`src/rtl/multicycle_controller.sv`:
```
// ============================================================================
// multicycle_controller : FSM sequencing fetch/decode/execute/writeback, rev 1.0
// ============================================================================
`default_nettype none

module multicycle_controller #(
  parameter int XLEN          = 32,
  parameter int CNT_W         = 32,
  parameter int FETCH_TIMEOUT = 16
) (
  input  logic             clock,
  input  logic             reset,
  input  logic             run_enable,
  output logic             mem_req,
  input  logic             mem_ready,
  output logic             ir_we,
  input  logic [XLEN-1:0]  instruction,
  output logic             pc_inc,
  output logic [4:0]       rs1,
  output logic [4:0]       rs2,
  output logic [4:0]       rd,
  output logic [2:0]       alu_op,
  output logic             use_imm,
  output logic [XLEN-1:0]  imm,
  output logic             reg_we,
  output logic [2:0]       state,
  output logic             halted,
  output logic             trap,
  output logic [CNT_W-1:0] cycle_count,
  output logic [CNT_W-1:0] retired_count
);

  localparam logic [2:0] S_FETCH     = 3'd0;
  localparam logic [2:0] S_DECODE    = 3'd1;
  localparam logic [2:0] S_EXECUTE   = 3'd2;
  localparam logic [2:0] S_WRITEBACK = 3'd3;
  localparam logic [2:0] S_HALT      = 3'd4;
  localparam logic [2:0] S_TRAP      = 3'd5;

  localparam logic [2:0] OP_ADD = 3'd0;
  localparam logic [2:0] OP_SUB = 3'd1;
  localparam logic [2:0] OP_AND = 3'd2;
  localparam logic [2:0] OP_OR  = 3'd3;
  localparam logic [2:0] OP_XOR = 3'd4;

  localparam int              TO_W    = $clog2(FETCH_TIMEOUT + 1);
  localparam logic [TO_W-1:0] TO_LAST = TO_W'(FETCH_TIMEOUT - 1);

  logic [2:0]       state_q,    state_d;
  logic [TO_W-1:0]  timeout_q,  timeout_d;
  logic [4:0]       rs1_q,      rs1_d;
  logic [4:0]       rs2_q,      rs2_d;
  logic [4:0]       rd_q,       rd_d;
  logic [2:0]       alu_op_q,   alu_op_d;
  logic             use_imm_q,  use_imm_d;
  logic [XLEN-1:0]  imm_q,      imm_d;
  logic             halted_q,   halted_d;
  logic             trap_q,     trap_d;
  logic [CNT_W-1:0] cycle_q,    cycle_d;
  logic [CNT_W-1:0] retired_q,  retired_d;

  logic [6:0] dec_opcode;
  logic [6:0] dec_funct7;
  logic [2:0] dec_funct3;
  logic       dec_legal;
  logic       dec_ecall;
  logic [2:0] dec_op;
  logic       dec_use_imm;

  // Instruction classification, consulted only while in DECODE
  always_comb begin
    dec_opcode  = instruction[6:0];
    dec_funct3  = instruction[14:12];
    dec_funct7  = instruction[31:25];
    dec_legal   = 1'b0;
    dec_ecall   = (instruction == XLEN'(32'h0000_0073));
    dec_op      = OP_ADD;
    dec_use_imm = 1'b0;
    if (dec_opcode == 7'b0110011) begin
      dec_legal = 1'b1;
      case ({dec_funct7, dec_funct3})
        {7'b0000000, 3'b000}: dec_op = OP_ADD;
        {7'b0100000, 3'b000}: dec_op = OP_SUB;
        {7'b0000000, 3'b111}: dec_op = OP_AND;
        {7'b0000000, 3'b110}: dec_op = OP_OR;
        {7'b0000000, 3'b100}: dec_op = OP_XOR;
        default:              dec_legal = 1'b0;
      endcase
    end else if (dec_opcode == 7'b0010011 && dec_funct3 == 3'b000) begin
      dec_legal   = 1'b1;
      dec_use_imm = 1'b1;
    end
  end

  always_ff @(posedge clock) begin
    if (reset) begin
      state_q   <= S_FETCH;
      timeout_q <= '0;
      rs1_q     <= '0;
      rs2_q     <= '0;
      rd_q      <= '0;
      alu_op_q  <= '0;
      use_imm_q <= 1'b0;
      imm_q     <= '0;
      halted_q  <= 1'b0;
      trap_q    <= 1'b0;
      cycle_q   <= '0;
      retired_q <= '0;
    end else begin
      state_q   <= state_d;
      timeout_q <= timeout_d;
      rs1_q     <= rs1_d;
      rs2_q     <= rs2_d;
      rd_q      <= rd_d;
      alu_op_q  <= alu_op_d;
      use_imm_q <= use_imm_d;
      imm_q     <= imm_d;
      halted_q  <= halted_d;
      trap_q    <= trap_d;
      cycle_q   <= cycle_d;
      retired_q <= retired_d;
    end
  end

  always_comb begin
    state_d   = state_q;
    timeout_d = timeout_q;
    rs1_d     = rs1_q;
    rs2_d     = rs2_q;
    rd_d      = rd_q;
    alu_op_d  = alu_op_q;
    use_imm_d = use_imm_q;
    imm_d     = imm_q;
    case (state_q)
      S_FETCH: begin
        if (!run_enable) begin
          timeout_d = '0;
        end else if (mem_ready) begin
          state_d   = S_DECODE;
          timeout_d = '0;
        end else if (timeout_q == TO_LAST) begin
          state_d   = S_TRAP;
          timeout_d = '0;
        end else begin
          timeout_d = timeout_q + TO_W'(1);
        end
      end
      S_DECODE: begin
        rs1_d     = instruction[19:15];
        rs2_d     = instruction[24:20];
        rd_d      = instruction[11:7];
        imm_d     = {{(XLEN-12){instruction[31]}}, instruction[31:20]};
        alu_op_d  = dec_op;
        use_imm_d = dec_use_imm;
        if (dec_ecall)      state_d = S_HALT;
        else if (dec_legal) state_d = S_EXECUTE;
        else                state_d = S_TRAP;
      end
      S_EXECUTE:   state_d = S_WRITEBACK;
      S_WRITEBACK: state_d = S_FETCH;
      S_HALT:      state_d = S_HALT;
      default:     state_d = S_TRAP;
    endcase

    halted_d = halted_q | (state_d == S_HALT);
    trap_d   = trap_q   | (state_d == S_TRAP);

    // Counters saturate rather than wrap
    cycle_d = cycle_q;
    if (state_q != S_HALT && state_q != S_TRAP && cycle_q != '1)
      cycle_d = cycle_q + CNT_W'(1);
    retired_d = retired_q;
    if (state_q == S_WRITEBACK && retired_q != '1)
      retired_d = retired_q + CNT_W'(1);
  end

  // Strobes are suppressed by reset in the same cycle so no partial writeback can occur
  always_comb begin
    mem_req = !reset && (state_q == S_FETCH) && run_enable;
    ir_we   = mem_req && mem_ready;
    pc_inc  = !reset && (state_q == S_WRITEBACK);
    reg_we  = pc_inc && (rd_q != 5'd0);
  end

  assign state         = state_q;
  assign rs1           = rs1_q;
  assign rs2           = rs2_q;
  assign rd            = rd_q;
  assign alu_op        = alu_op_q;
  assign use_imm       = use_imm_q;
  assign imm           = imm_q;
  assign halted        = halted_q;
  assign trap          = trap_q;
  assign cycle_count   = cycle_q;
  assign retired_count = retired_q;

endmodule

`default_nettype wire

```
`config.mk`:
```
export PLATFORM = sky130hd
export DESIGN_NAME = multicycle_controller
export DESIGN_NICKNAME = d
export VERILOG_FILES = /design/src/rtl/multicycle_controller.sv
export SDC_FILE = /design/constraint.sdc
export NUM_CORES = 1
export LEC_CHECK = 0
export CELL_PAD_IN_SITES_DETAIL_PLACEMENT = 1
export CELL_PAD_IN_SITES_GLOBAL_PLACEMENT = 1
export CORE_MARGIN = 2
export CORE_UTILIZATION = 37
export CTS_CLUSTER_DIAMETER = 80
export DETAILED_ROUTE_END_ITERATION = 8
export PLACE_DENSITY_LB_ADDON = 0.1
export SYNTH_ARGS = -nofsm -noshare
export SYNTH_HDL_FRONTEND = slang
export SYNTH_SLANG_ARGS = --single-unit
```
`constraint.sdc`:
```
create_clock -name clock -period 3.2 [get_ports clock]
set_input_delay 0.48 -clock clock [delete_from_list [all_inputs] [get_ports clock]]
set_output_delay 0.48 -clock clock [all_outputs]
set_load 0.005 [all_outputs]
```
# Yosys cells after proc, flatten, opt, wreduce, memory -nomap -nowiden
# Index checks and enable logic that the tools add are counted.
[op_classes]
n_eq_ne = 18
bitwise_logic = 2
addsub = 3
n_reduce_logical = 15
mux = 15
[op_table]
columns = ["cell", "n"]
rows = [
  ["$add 32x1->32 const B", 2],
  ["$ne 32x32->1 const B", 2],
  ["$eq 32x7->1 const B", 1],
  ["$eq 10x3->1 const B", 3],
  ["$mux 3", 6],
  ["$mux 5", 3],
  ["$pmux 3 s5", 1],
  ["$pmux 3 s4", 1],
  ["$eq 10x9->1 const B", 1],
  ["$logic_not 10->1", 1],
  ["$eq 3x3->1 const B", 3],
  ["$logic_and 1x1->1", 9],
  ["$eq 7x5->1 const B", 1],
  ["$eq 7x6->1 const B", 1],
  ["$eq 3x2->1 const B", 2],
  ["$logic_not 3->1", 2],
  ["$ne 3x3->1 const B", 2],
  ["$add 5x1->5 const B", 1],
  ["$eq 5x4->1 const B", 1],
  ["$reduce_bool 5->1", 1],
  ["$reduce_or 5->1", 1],
  ["$mux 1", 4],
  ["$eq 3x1->1 const B", 1],
  ["$or 1x1->1", 2],
  ["$logic_not 1->1", 1],
]
[word_totals]
output_inout_bits = 124
register_bits = 105
wordCells = 65
inputBits = 36

# Longest topological paths before layout
# Gate-level depths: netlist of the first run.
[depth]
ltp_word = 9
depth_mapped = 9
mapped_depth_nobuf = 6

# Worst setup path before layout of the first run
# OpenSTA, ideal clock, no wires.
[synth_path]
path_kind = "register to register"
start = "reg retired_q[0], in the netlist retired_count[0]"
end = "reg retired_q[20], in the netlist retired_count[20]"
setup_slack_ns = 1.124
arrival_time_ns = 2.006
required_time_ns = 3.130
synth_period_minus_slack_ns = 2.076
setup_ns = 0.070
stages_incl_launch_ff = 8
n_path_buf = 1
path_cell_list = "dfxtp_1 -> ha_1 -> nand2_1 -> or3_1 -> buf_2 -> a311o_4 -> or4_1 -> a21oi_1"
[synth_via]
elab_chain_cells = 2
word_cells_on_any_way = 3
classes_between = "add/sub (1); eq/ne (1); reduce/logical (1)"
[synth_rtl]
columns = ["element", "line_no", "text"]
rows = [
  ["start, declared", "60", "logic [CNT_W-1:0] retired_q, retired_d;"],
  ["start signal, assigned", "121", "retired_q <= retired_d;"],
  ["parallel branches: the longest is 2 deep, another holds $add 32x1->32", "-", ""],
]
# Several ways; the timed one is not identified.
# A chain may end at the register's enable or synchronous reset.

# Worst setup path after layout of the first run
[layout_path]
start = "reg state_q[2], in the netlist state[2]"
end = "out ir_we"
[layout_via]
elab_chain_cells = 4
[layout_rtl]
columns = ["element", "line_no", "text"]
rows = [
  ["start, declared", "49", "logic [2:0] state_q, state_d;"],
  ["start signal, assigned", "110", "state_q <= state_d;"],
  ["$logic_not 3->1", "179", "mem_req = !reset && (state_q == S_FETCH) && run_enable;"],
  ["$logic_and 1x1->1 (2 in series)", "179", ""],
  ["$logic_and 1x1->1", "180", "ir_we = mem_req && mem_ready;"],
  ["end, declared", "16", "output logic ir_we,"],
]
# Every way passes these cells.

==> results of run 1 <==
worst min-delay path, cell delays in order, from the launching register on:
cell and delay (ns):
dfxtp_1 0.31, nand2_1 0.05, a21oi_1 0.05
path summary, 6_finish.rpt:
kind / startpoint / end / slack, ns / depth (start not counted)
worst max-delay path: state[2]$_SDFF_PP0_ / ir_we / 0.48 / 4
worst min-delay path: imm[5]$_SDFFE_PP0P_ / imm[5]$_SDFFE_PP0P_ / 0.46 / 2
worst max register to register: retired_count[0]$_SDFFE_PP0P_ / retired_count[8]$_SDFFE_PP0P_ / 0.78 / 7
worst min register to register: imm[5]$_SDFFE_PP0P_ / imm[5]$_SDFFE_PP0P_ / 0.46 / 2
area by class of cell:
cell class | count | area, um^2 | share of cell area, %
Sequential cell | 100 | 2000 | 28.2
Timing Repair Buffer | 166 | 1640 | 23.1
Inverter | 11 | 41.3 | 0.582
Multi-Input combinational cell | 468 | 2870 | 40.4
Clock buffer | 12 | 246 | 3.47
Tap cell | 180 | 225 | 3.17
Clock inverter | 4 | 72.6 | 1.02
layer usage:
metal	vias up	routed length [um]	track usage, %
met4	0	224	7.54
li1	2525	-	-
met2	123	7690	36.6
met1	2488	7040	26.7
met3	14	1030	5.53
met5	-	0	0
logic make-up (layout without fill, tap and decap cells):
logic type,count (synthesis),after routing
buffers and inverters,66,193
adder cells (fa/ha/maj),3,3
AND/OR/NAND/NOR,308,308
AO/OA/AOI/OAI,127,127
XOR/XNOR,14,14
multiplexers,16,16
flip-flops,100,100
sequential cells by signal, indices dropped and copies added (netlist names):
| register | cells |
|---|---|
| state | 3 |
| timeout_q | 5 |
| imm | 8 |
| alu_op | 3 |
| rs2 | 4 |
| use_imm | 1 |
| rs1 | 5 |
| cycle_count | 32 |
| retired_count | 32 |
| trap | 1 |
| halted | 1 |
| rd | 5 |
layout by cell type (no fill, tap or decap), drive strengths merged, types with 14 or more instances in the layout:
| cell | count |
|---|---|
| dfxtp | 100 |
| clkdlybuf4s50 | 158 |
| nand4 | 19 |
| or3 | 21 |
| o21ai | 18 |
| mux2 | 14 |
| a21oi | 62 |
| nand2 | 70 |
| or4 | 16 |
| nor2 | 53 |
| nand3 | 35 |
| nor2b | 22 |
through the flow:
stage | setup WS, ns | instances
finish | 0.480 | 941
global route | 0.319 | 941
CTS | 0.472 | 941
detailed placement | 0.669 | 925
global placement | 0.691 | 925
floorplan | 1.12 | 634
Yosys cell counts, types with 2 or more instances:
| master | n | area share [%] |
|---|---|---|
| dfxtp_1 | 100 | 38 |
| nand2_1 | 70 | 5.0 |
| a21oi_1 | 62 | 5.9 |
| nor2_1 | 53 | 3.8 |
| nand3_1 | 35 | 3.4 |
| buf_4 | 27 | 3.9 |
| clkbuf_1 | 24 | 1.7 |
| nor2b_1 | 22 | 2.6 |
| or3_1 | 21 | 2.5 |
| nand4_1 | 18 | 2.2 |
| o21ai_0 | 18 | 1.7 |
| or4_1 | 16 | 2.3 |
| mux2_2 | 14 | 3.0 |
| nor3_1 | 13 | 1.2 |
| inv_1 | 11 | 0.79 |
| o31ai_1 | 11 | 1.6 |
| and4_1 | 9 | 1.5 |
| nor4_1 | 9 | 1.1 |
| xnor2_1 | 8 | 1.3 |
| and3_1 | 7 | 0.84 |
| a211oi_1 | 6 | 0.86 |
| and2_1 | 6 | 0.72 |
| xor2_1 | 6 | 1.0 |
| a21o_1 | 5 | 0.72 |
| nand3b_1 | 5 | 0.72 |
| nor3b_1 | 5 | 0.72 |
| nor4_4 | 4 | 1.6 |
| nor4b_1 | 4 | 0.67 |
| buf_2 | 3 | 0.29 |
| ha_1 | 3 | 0.72 |
| nand2b_1 | 3 | 0.36 |
| nand4b_1 | 3 | 0.50 |
| o21ba_2 | 3 | 0.58 |
| a21bo_2 | 2 | 0.38 |
| a22oi_1 | 2 | 0.29 |
| mux2i_1 | 2 | 0.38 |
| o21a_1 | 2 | 0.29 |
| o41ai_1 | 2 | 0.34 |
| or2_2 | 2 | 0.24 |
where the power goes:
part           total [mW]  internal (mW)  leakage (nW)  switching (mW)
logic               0.429          0.232          1.40           0.197
clock network        1.19          0.707         0.153           0.487
registers            1.34           1.29         0.809          0.0498
==> reports/metrics.yaml, run 1 <==
hold_ws_ns: 0.458
ctsHoldBuffers: 0
synth_top_flop_cell: "dfxtp_1"
overflow: 0
track_usage_pct: 21.7
ant_nets: 0
crit_chain: "or3_1 -> nor3b_1 -> and2_1 -> clkdlybuf4s50_1"
clockBufferDepth: 2
antenna_found_initial: 0
fin_nets: 795
num_io_pins: 160
cp_num_buf_inv: 1
synth_xor_area_share_pct: 2.35
place_area_mm2: 0.00678
place_congestion: 0.789
synth_simple_gate_area_share_pct: 32.8
wl_per_cell_um: 17.0
timing.slew.headroom_pct: 55.8
worst_ir_drop_vdd_v: 0.000211
rsz0062_at_grt: "false"
die_w_um: 123
clk_latency_ns: 0.35
fmax_mhz: 368
dieArea_mm2: 0.0151
cts_resized: 0
synth_fa_ha_area_share_pct: 0.719
drt_wl_total_um: 16000
status: "complete, no violations"
hp-class: "register to register"
synth_edf_count: 0
cts_sinks: 100
maxCapViolations: 0
numCtsBuffers: 9
synth_compound_area_share_pct: 15.6
critPathMaxStageDelay_ns: 0.53
dp_hpwl_um: 11700
critical_path_required_ns: 2.72
synth.area.mux_share_pct: 3.40
synth_top_family_by_area: "simple AND/OR/NAND/NOR gates"
synth-async-reset-ratio_pct: 0
antenna-diode-count: 0
setup_viol: 0
numPortBuffers: 159
yosysWarnings: 0
hold_viol: 0
critical_path_class: "register to output pin"
start_util_pct: 37.8
grt_pass1_vias: 5398
p_total_mw: 2.96
htree_levels: 3
synth_area_mm2: 0.00522
vias: 5150
grt_pass1_wl_um: 26200
power.density_mw_per_mm2: 417
clock_skew_ns: 0.00834
drcViolationCount: 0
ys_seq_area_share_pct: 38.3
ys_types: 57
rows: 43
endpoint_kind: "output pin"
critPathArrivalTime_ns: 2.24
grt_start_max_net_pins: 63
tns_ns: 0
drive_gt1_share_pct: 7.10
cts_setup_buffers: 0
syn_inst: 634
tightestPinTransition_ns: 0.658
routed_via_density: 5.47
cts-root-buf: "clkbuf_16"
synth_seq_cells: 100
finalCritPeriodShare_pct: 85.0
drtPass1Iterations: 4
avgSynthCellArea_um2: 8.24
min_period_ns: 2.72
area_delta_synth_final_pct: 35.9
clk_pin_slew_worst_paths_ns: 0.07
fillers: 1668
p_leak_nw: 2.36
start_kind: "register"
cts_tree: "done"
cpMaxStageDelayCell: "clkdlybuf4s50_1"
core_area_mm2: 0.0138
post-route-util_pct: 51.3
worstPathMaxFanout: 13
first_iter_violations: 196
design_area_mm2: 0.00710
syn_nets: 673
die_h_um: 123
crit_family: "simple AND/OR/NAND/NOR gates"
report.final.slew_viol_count: 0
Note: power is estimated with default switching activity, not from simulation.
==> run 2, diff against run 1 <==
--- a/config.mk
+++ b/config.mk
@@ -11,6 +11,7 @@
 export CORE_UTILIZATION = 37
 export CTS_CLUSTER_DIAMETER = 80
 export DETAILED_ROUTE_END_ITERATION = 8
+export GPL_TIMING_DRIVEN = 0
 export PLACE_DENSITY_LB_ADDON = 0.1
 export SYNTH_ARGS = -nofsm -noshare
 export SYNTH_HDL_FRONTEND = slang
==> run 2 against run 1 <==
- sequential share of layout area down 0.95 points
- critical path depth up 1
- first-iteration DRC count up 14%
- utilization up 1.8 points
- clock skew about the same
- global-route usage up 2.3 points
- via count up 6.6%
- routed wire length up 11%
- final cell count up 5.0%
- maximum frequency down 9.1%
- hold slack better by 0.0032 ns
- critical path type is now input port to output pin
==> reports/metrics.yaml, run 2 (synthesis gave the netlist of run 1 again) <==
status: "complete, no violations"
dieArea_mm2: 0.0151  # unchanged
grt_pass1_wl_um: 28500  # +8.7%
die_w_um: 123  # unchanged
clockBufferDepth: 2  # unchanged
critPathArrivalTime_ns: 2.51  # +0.27 ns
setup_viol: 0  # unchanged
p_total_mw: 2.97  # +0.16%
numCtsBuffers: 9  # unchanged
core_area_mm2: 0.0138  # unchanged
cts_sinks: 100  # unchanged
p_leak_nw: 2.52  # +6.5%
final_cell_mix: "clkdlybuf4s50_1 (159), dfxtp_1 (100), nand2_1 (70), a21oi_1 (62), nor2_1 (53)"
min_period_ns: 2.99  # +0.273 ns
fin_nets: 842  # +5.9%
seq_power_share_pct: 44.9  # -0.3 points
timing.slew.headroom_pct: 32.5  # -23 points
drcViolationCount: 0  # unchanged
first_iter_violations: 224  # +14%
numPortBuffers: 159  # unchanged
maxCapViolations: 0  # unchanged
hp-class: "register to register"
rows: 43  # unchanged
dp_hpwl_um: 13300  # +14%
design_area_mm2: 0.00734  # +3.5%
crit_family: "buffers and inverters"
cpMaxStageDelayCell: "clkdlybuf4s50_1"
die_h_um: 123  # unchanged
ctsHoldBuffers: 0  # unchanged
swShare_pct: 25.7  # +0.93 points
place_congestion: 0.824  # +4.4%
start_util_pct: 37.8  # unchanged
hold_ws_ns: 0.461  # +0.00318 ns
drive_gt1_share_pct: 9.78  # +2.7 points
final_common_cell: "clkdlybuf4s50_1"
cp_num_buf_inv: 3  # +2
wl_per_cell_um: 17.9  # +5.4%
rsz0062_at_grt: "false"
finalCritPeriodShare_pct: 93.5  # +8.5 points
ant_nets: 0  # unchanged
drtPass1Iterations: 4  # unchanged
routed_via_density: 5.56  # +1.5%
clk_pin_slew_worst_paths_ns: 0.07  # about the same
grt_start_max_net_pins: 23  # -63%
critical_path_class: "input port to output pin"
cts-root-buf: "clkbuf_16"
report.final.slew_viol_count: 0  # unchanged
critPathMaxStageDelay_ns: 0.91  # +0.38 ns
cts_tree: "done"
htree_levels: 3  # unchanged
power_frac_clock_pct: 38.7  # -1.6 points
post-route-util_pct: 53.1  # +1.8 points
power_frac_comb_pct: 16.4  # +1.9 points
fmax_mhz: 334  # -9.1%
power.density_mw_per_mm2: 404  # -3.2%
drt_wl_total_um: 17700  # +11%
num_io_pins: 160  # unchanged
p_sw_mw: 0.763  # +3.9%
tightestPinTransition_ns: 1.00  # +0.346 ns
track_usage_pct: 24.0  # +2.3 points
vias: 5489  # +6.6%
area_delta_synth_final_pct: 40.6
crit_chain: "clkdlybuf4s50_1 -> clkbuf_1 -> nor2_1 -> o21a_1 -> clkdlybuf4s50_1"
antenna-diode-count: 0  # unchanged
worst_ir_drop_vdd_v: 0.000315  # +49%
crit_top_cell: "clkdlybuf4s50_1"
endpoint_kind: "output pin"
internal_power_mw: 2.20  # -1.1%
antenna_found_initial: 0  # unchanged
start_kind: "input port"
clock_skew_ns: 0.00864  # +0.000292 ns
hold_viol: 0  # unchanged
critical_path_required_ns: 2.72  # about the same
clk_latency_ns: 0.36  # about the same
overflow: 0  # unchanged
place_area_mm2: 0.00704  # +3.9%
grt_pass1_vias: 5680  # +5.2%
worstPathMaxFanout: 13  # unchanged
-- run 2: cell types whose count changed in the layout (fill, tap and decap cells not counted), sizes merged --
cell / previous run / this run
buf: 8 / 32
bufinv: 2 / 1
clkbuf: 12 / 34
clkdlybuf4s50: 158 / 159
clkinv: 1 / 2
-- run 2: worst reg2reg max path, cell delays in order, from the launching register on --
cell and delay (ns):
dfxtp_1 0.41, ha_1 0.23, nand2_1 0.13, or3_1 0.36
buf_2 0.18, nor4_4 0.34, buf_2 0.30, nor4b_1 0.10
mux2_2 0.28
-- run 2: final cells by class --
cell class              count  area (um^2)
fillers                  1652         6480
multi-input cells         468         2870
flip-flops and latches    100         2000
repair buffers            160         1600
plain buffers              53          305
clock buffers              12          256
well taps                 180          225
clock inverters             4         47.5
inverters                  11         41.3
-- run 2: worst paths after layout --
path                                                     from                             to  slack (ns)  cells past startpoint
worst min-delay path                     use_imm$_SDFFE_PP0P_           use_imm$_SDFFE_PP0P_        0.46                      2
worst max-delay path                                    reset                         reg_we        0.21                      5
worst max register to register  retired_count[0]$_SDFFE_PP0P_  retired_count[4]$_SDFFE_PP0P_        0.77                      8
worst min register to register           use_imm$_SDFFE_PP0P_           use_imm$_SDFFE_PP0P_        0.46                      2
-- run 2: power groups by stage --
stage | registers (mW) | logic (mW) | clock network [mW]
after floorplan | 1.35 | 0.222 | 0
after global placement | 1.36 | 0.476 | 0
after detailed placement | 1.36 | 0.492 | 0
after CTS | 1.33 | 0.495 | 1.16
after global routing | 1.34 | 0.538 | 1.21
final | 1.33 | 0.488 | 1.15
-- run 2: layer usage --
layer / global-route usage [%] / up-vias / share of wire (%)
li1: - / 2608 / -
met1: 28.8 / 2717 / 43
met2: 41.3 / 146 / 49
met3: 6.04 / 18 / 6.5
met4: 8.33 / 0 / 1.6
met5: 0 / - / 0
-- run 2: per-stage QoR --
stage	setup WS, ns	std cells	setup TNS, ns
after floorplan	1.12	634	0
after global placement	0.0472	973	0
after global routing	0.0527	988	0
after detailed placement	-0.00323	973	-0.00323
final	0.207	988	0
after CTS	0.190	988	0
-- run 2: timing repair --
item / 4_1_cts / 5_1_grt
buffers inserted: 1 / 0
hold endpoints to repair: 0 / 0
resized for setup: 1 / 0
endpoints found under the setup margin: 2 / 0
==> run 3, diff against run 2 <==
--- a/config.mk
+++ b/config.mk
@@ -5,13 +5,15 @@
 export SDC_FILE = /design/constraint.sdc
 export NUM_CORES = 1
 export LEC_CHECK = 0
+export ABC_AREA = 1
 export CELL_PAD_IN_SITES_DETAIL_PLACEMENT = 1
 export CELL_PAD_IN_SITES_GLOBAL_PLACEMENT = 1
 export CORE_MARGIN = 2
-export CORE_UTILIZATION = 37
+export CORE_UTILIZATION = 36
 export CTS_CLUSTER_DIAMETER = 80
 export DETAILED_ROUTE_END_ITERATION = 8
 export GPL_TIMING_DRIVEN = 0
+export MAX_ROUTING_LAYER = met4
 export PLACE_DENSITY_LB_ADDON = 0.1
 export SYNTH_ARGS = -nofsm -noshare
 export SYNTH_HDL_FRONTEND = slang
==> run 3 against run 2 <==
- maximum frequency is 15% higher
- total power rose by 11%
- worst setup slack improved by 0.38 ns
- critical path type is now register to output pin
==> reports/metrics.yaml, run 3 <==
critPathArrivalTime_ns: 2.13  # -0.38 ns
drtPass1Iterations: 4  # unchanged
critical_path_required_ns: 2.72  # about the same
die_w_um: 129  # +4.7%
power_frac_comb_pct: 21.0  # +4.6 points
finalCritPeriodShare_pct: 81.6  # -12 points
power.density_mw_per_mm2: 426  # +5.5%
cts_setup_buffers: 0  # -1
hold_viol: 0  # unchanged
swShare_pct: 27.5  # +1.8 points
critical_path_class: "register to output pin"
finalWorstSetupSlack_ns: 0.587  # +0.380 ns
design_area_mm2: 0.00773  # +5.2%
clockBufferDepth: 2  # unchanged
power_frac_clock_pct: 37.2  # -1.5 points
seq_power_share_pct: 41.8  # -3.1 points
clk_latency_ns: 0.36  # about the same
drive_gt1_share_pct: 6.43  # -3.4 points
synth.most_common_cell: "nand2_1"
die_h_um: 129  # +4.7%
overflow: 0  # unchanged
timing.rr.start: "cycle_count[0]$_SDFFE_PP0P_"
internal_power_mw: 2.39  # +8.3%
tightestPinTransition_ns: 0.729  # -0.275 ns
multiInputGateArea_mm2: 0.00301  # +4.8%
synth_commonest_cells: "nand2_1 (243), nor2_1 (137), dfxtp_1 (100), a21oi_1 (71), inv_1 (61)"
ant_nets: 0  # unchanged
synth-async-reset-ratio_pct: 0  # unchanged
tns_ns: 0  # unchanged
area_delta_synth_final_pct: 38.3
final_common_cell: "nand2_1"
ys_seq_area_share_pct: 35.8  # -2.5 points
routed_via_density: 4.94  # -11%
drcViolationCount: 0  # unchanged
syn_nets: 892  # +33%
avgSynthCellArea_um2: 6.55  # -20%
cts-root-buf: "clkbuf_16"
p_sw_mw: 0.905  # +19%
cts_tree: "done"
yosys-top-cells-area: "dfxtp_1 (36%), nand2_1 (16%), nor2_1 (9.2%), a21oi_1 (6.4%), xor2_1 (5.0%)"
start_kind: "register"
cpMaxStageDelayCell: "clkdlybuf4s50_1"
fin_nets: 1061  # +26%
fillers: 1982  # +20%
grt_pass1_vias: 6136  # +8.0%
antenna_found_initial: 0  # unchanged
worstPathMaxFanout: 5  # -8
use_met1_pct: 31.3  # +2.5 points
yosysWarnings: 0  # unchanged
report.final.slew_viol_count: 0  # unchanged
first_iter_violations: 379  # +69%
wl_per_cell_um: 16.1  # -10%
critPathMaxStageDelay_ns: 0.56  # -0.35 ns
rows: 45  # +4.7%
htree_levels: 3  # unchanged
drt_wl_total_um: 19600  # +11%
track_usage_pct: 24.9  # +0.95 points
dp_hpwl_um: 15300  # +15%
place_congestion: 0.925  # +12%
regArea_mm2: 0.00200  # unchanged
grt_busiest_layer: "met2"
worstHoldStart: "halted$_SDFF_PP0_"
vias: 6008  # +9.5%
dieArea_mm2: 0.0165  # +9.6%
startpoint: "state[0]$_SDFF_PP0_"
hp-class: "register to register"
rsz0062_at_grt: "false"
synth_top_area_cell: "dfxtp_1"
antenna-diode-count: 0  # unchanged
clk_pin_slew_worst_paths_ns: 0.07  # about the same
setup_viol: 0  # unchanged
timing.slew.headroom_pct: 51.4  # +19 points
place_ws_ns: 0.856  # +0.859 ns
grt_pass1_wl_um: 31400  # +10%
met2_usage_pct: 40.8  # -0.50 points
worst_ir_drop_vdd_v: 0.000277  # -12%
status: "complete, no violations"
numCtsBuffers: 9  # unchanged
num_io_pins: 160  # unchanged
synth_top_area_share_pct: 35.8  # -2.5 points
ys_types: 35  # -39%
numPortBuffers: 158  # -0.63%
core_area_mm2: 0.0152  # +9.9%
p_leak_nw: 2.89  # +15%
clock_skew_ns: 0.00722  # -0.00142 ns
place_area_mm2: 0.00740  # +5.2%
cts_resized: 0  # -1
start_util_pct: 36.8  # -1.0 points
grtUsageMet3_pct: 4.86  # -1.2 points
synth_area_mm2: 0.00559  # +7.0%
grt_start_max_net_pins: 23  # unchanged
ctsHoldBuffers: 0  # unchanged
final_cell_mix: "nand2_1 (243), clkdlybuf4s50_1 (158), nor2_1 (137), dfxtp_1 (100), a21oi_1 (71)"
synth_edf_count: 0  # unchanged
synth_top_flop_cell: "dfxtp_1"
endpoint_kind: "output pin"
cts_sinks: 100  # unchanged
syn_inst: 853  # +35%
min_period_ns: 2.61  # -0.380 ns
maxCapViolations: 0  # unchanged
synth_seq_cells: 100  # unchanged
fmax_mhz: 383  # +15%
crit_chain: "or2_1 -> nor2_1 -> nand2_1 -> nor3_1 -> clkdlybuf4s50_1"
[run 3: cell count changes in the layout (fill, tap and decap cells not counted), moves of 9 or more]
cell     before  now
nor2b_1      22    0
o31ai_1      11    0
a21oi_1      62   71
inv_1        11   61
and4_1        9    0
mux2_2       14    0
nand4_1      18    9
nor3_1       13   32
or3_1        21    0
o21ai_0      18   35
nor2_1       53  137
nand2_1      70  243
or4_1        16    0
xor2_1        6   32
[run 3: worst paths after layout]
kind	to	slack, ns	cells after the start
worst max register to register	cycle_count[30]$_SDFFE_PP0P_	0.97	10
worst min register to register	halted$_SDFF_PP0_	0.47	2
worst min-delay path	halted$_SDFF_PP0_	0.47	2
worst max-delay path	ir_we	0.59	5
[run 3: final cells by class]
type / count / area share (%)
Multi-Input combinational cell: 636 / 38.9
Sequential cell: 100 / 25.9
Timing Repair Buffer: 158 / 20.5
Buffer: 52 / 4.34
Inverter: 65 / 3.16
Tap cell: 188 / 3.04
Clock buffer: 9 / 2.91
Clock inverter: 7 / 1.28
[run 3: cells by family (layout without fill, tap and decap cells)]
| kind of cell | Yosys count | count (layout) | synth area share, % |
|---|---|---|---|
| simple gates | 474 | 474 | 35.5 |
| flops | 100 | 100 | 35.8 |
| compound gates | 112 | 112 | 10.3 |
| xor+xnor | 47 | 47 | 7.37 |
| fa+ha+maj | 3 | 3 | 0.672 |
| buf+inv | 117 | 291 | 10.4 |
[run 3: power by group through the flow]
stage / sequential, mW / combinational (mW) / clock (mW)
floorplan: 1.40 / 0.294 / 0
global placement: 1.40 / 0.680 / 0
detailed placement: 1.41 / 0.694 / 0
CTS: 1.38 / 0.698 / 1.24
global route: 1.39 / 0.756 / 1.29
finish: 1.38 / 0.690 / 1.23
[run 3: through the flow]
| stage | total power [mW] | util (%) | hold slack (ns) | instances |
|---|---|---|---|---|
| 2_1_floorplan | 1.69 | - | 0.445 | 853 |
| 3_3_place_gp | 2.08 | 48.7 | 0.439 | 1199 |
| 3_5_place_dp | 2.10 | 48.7 | 0.461 | 1199 |
| 4_1_cts | 3.32 | 50.8 | 0.474 | 1215 |
| 5_1_grt | 3.44 | 50.8 | 0.492 | 1215 |
| 6_report | 3.29 | 50.8 | 0.470 | 1215 |
[run 3: routing by layer]
layer  wire length, um  vias up
li1                  -     3035
met1              9020     2826
met2              9090      126
met3              1090       21
met4               380        0
met5                 0        -
[run 3: worst max-delay path, delay by kind of cell (launching register included)]
kind,cells,cell delay (ns)
flops,1,0.34
buf+inv,1,0.56
simple gates,4,0.87
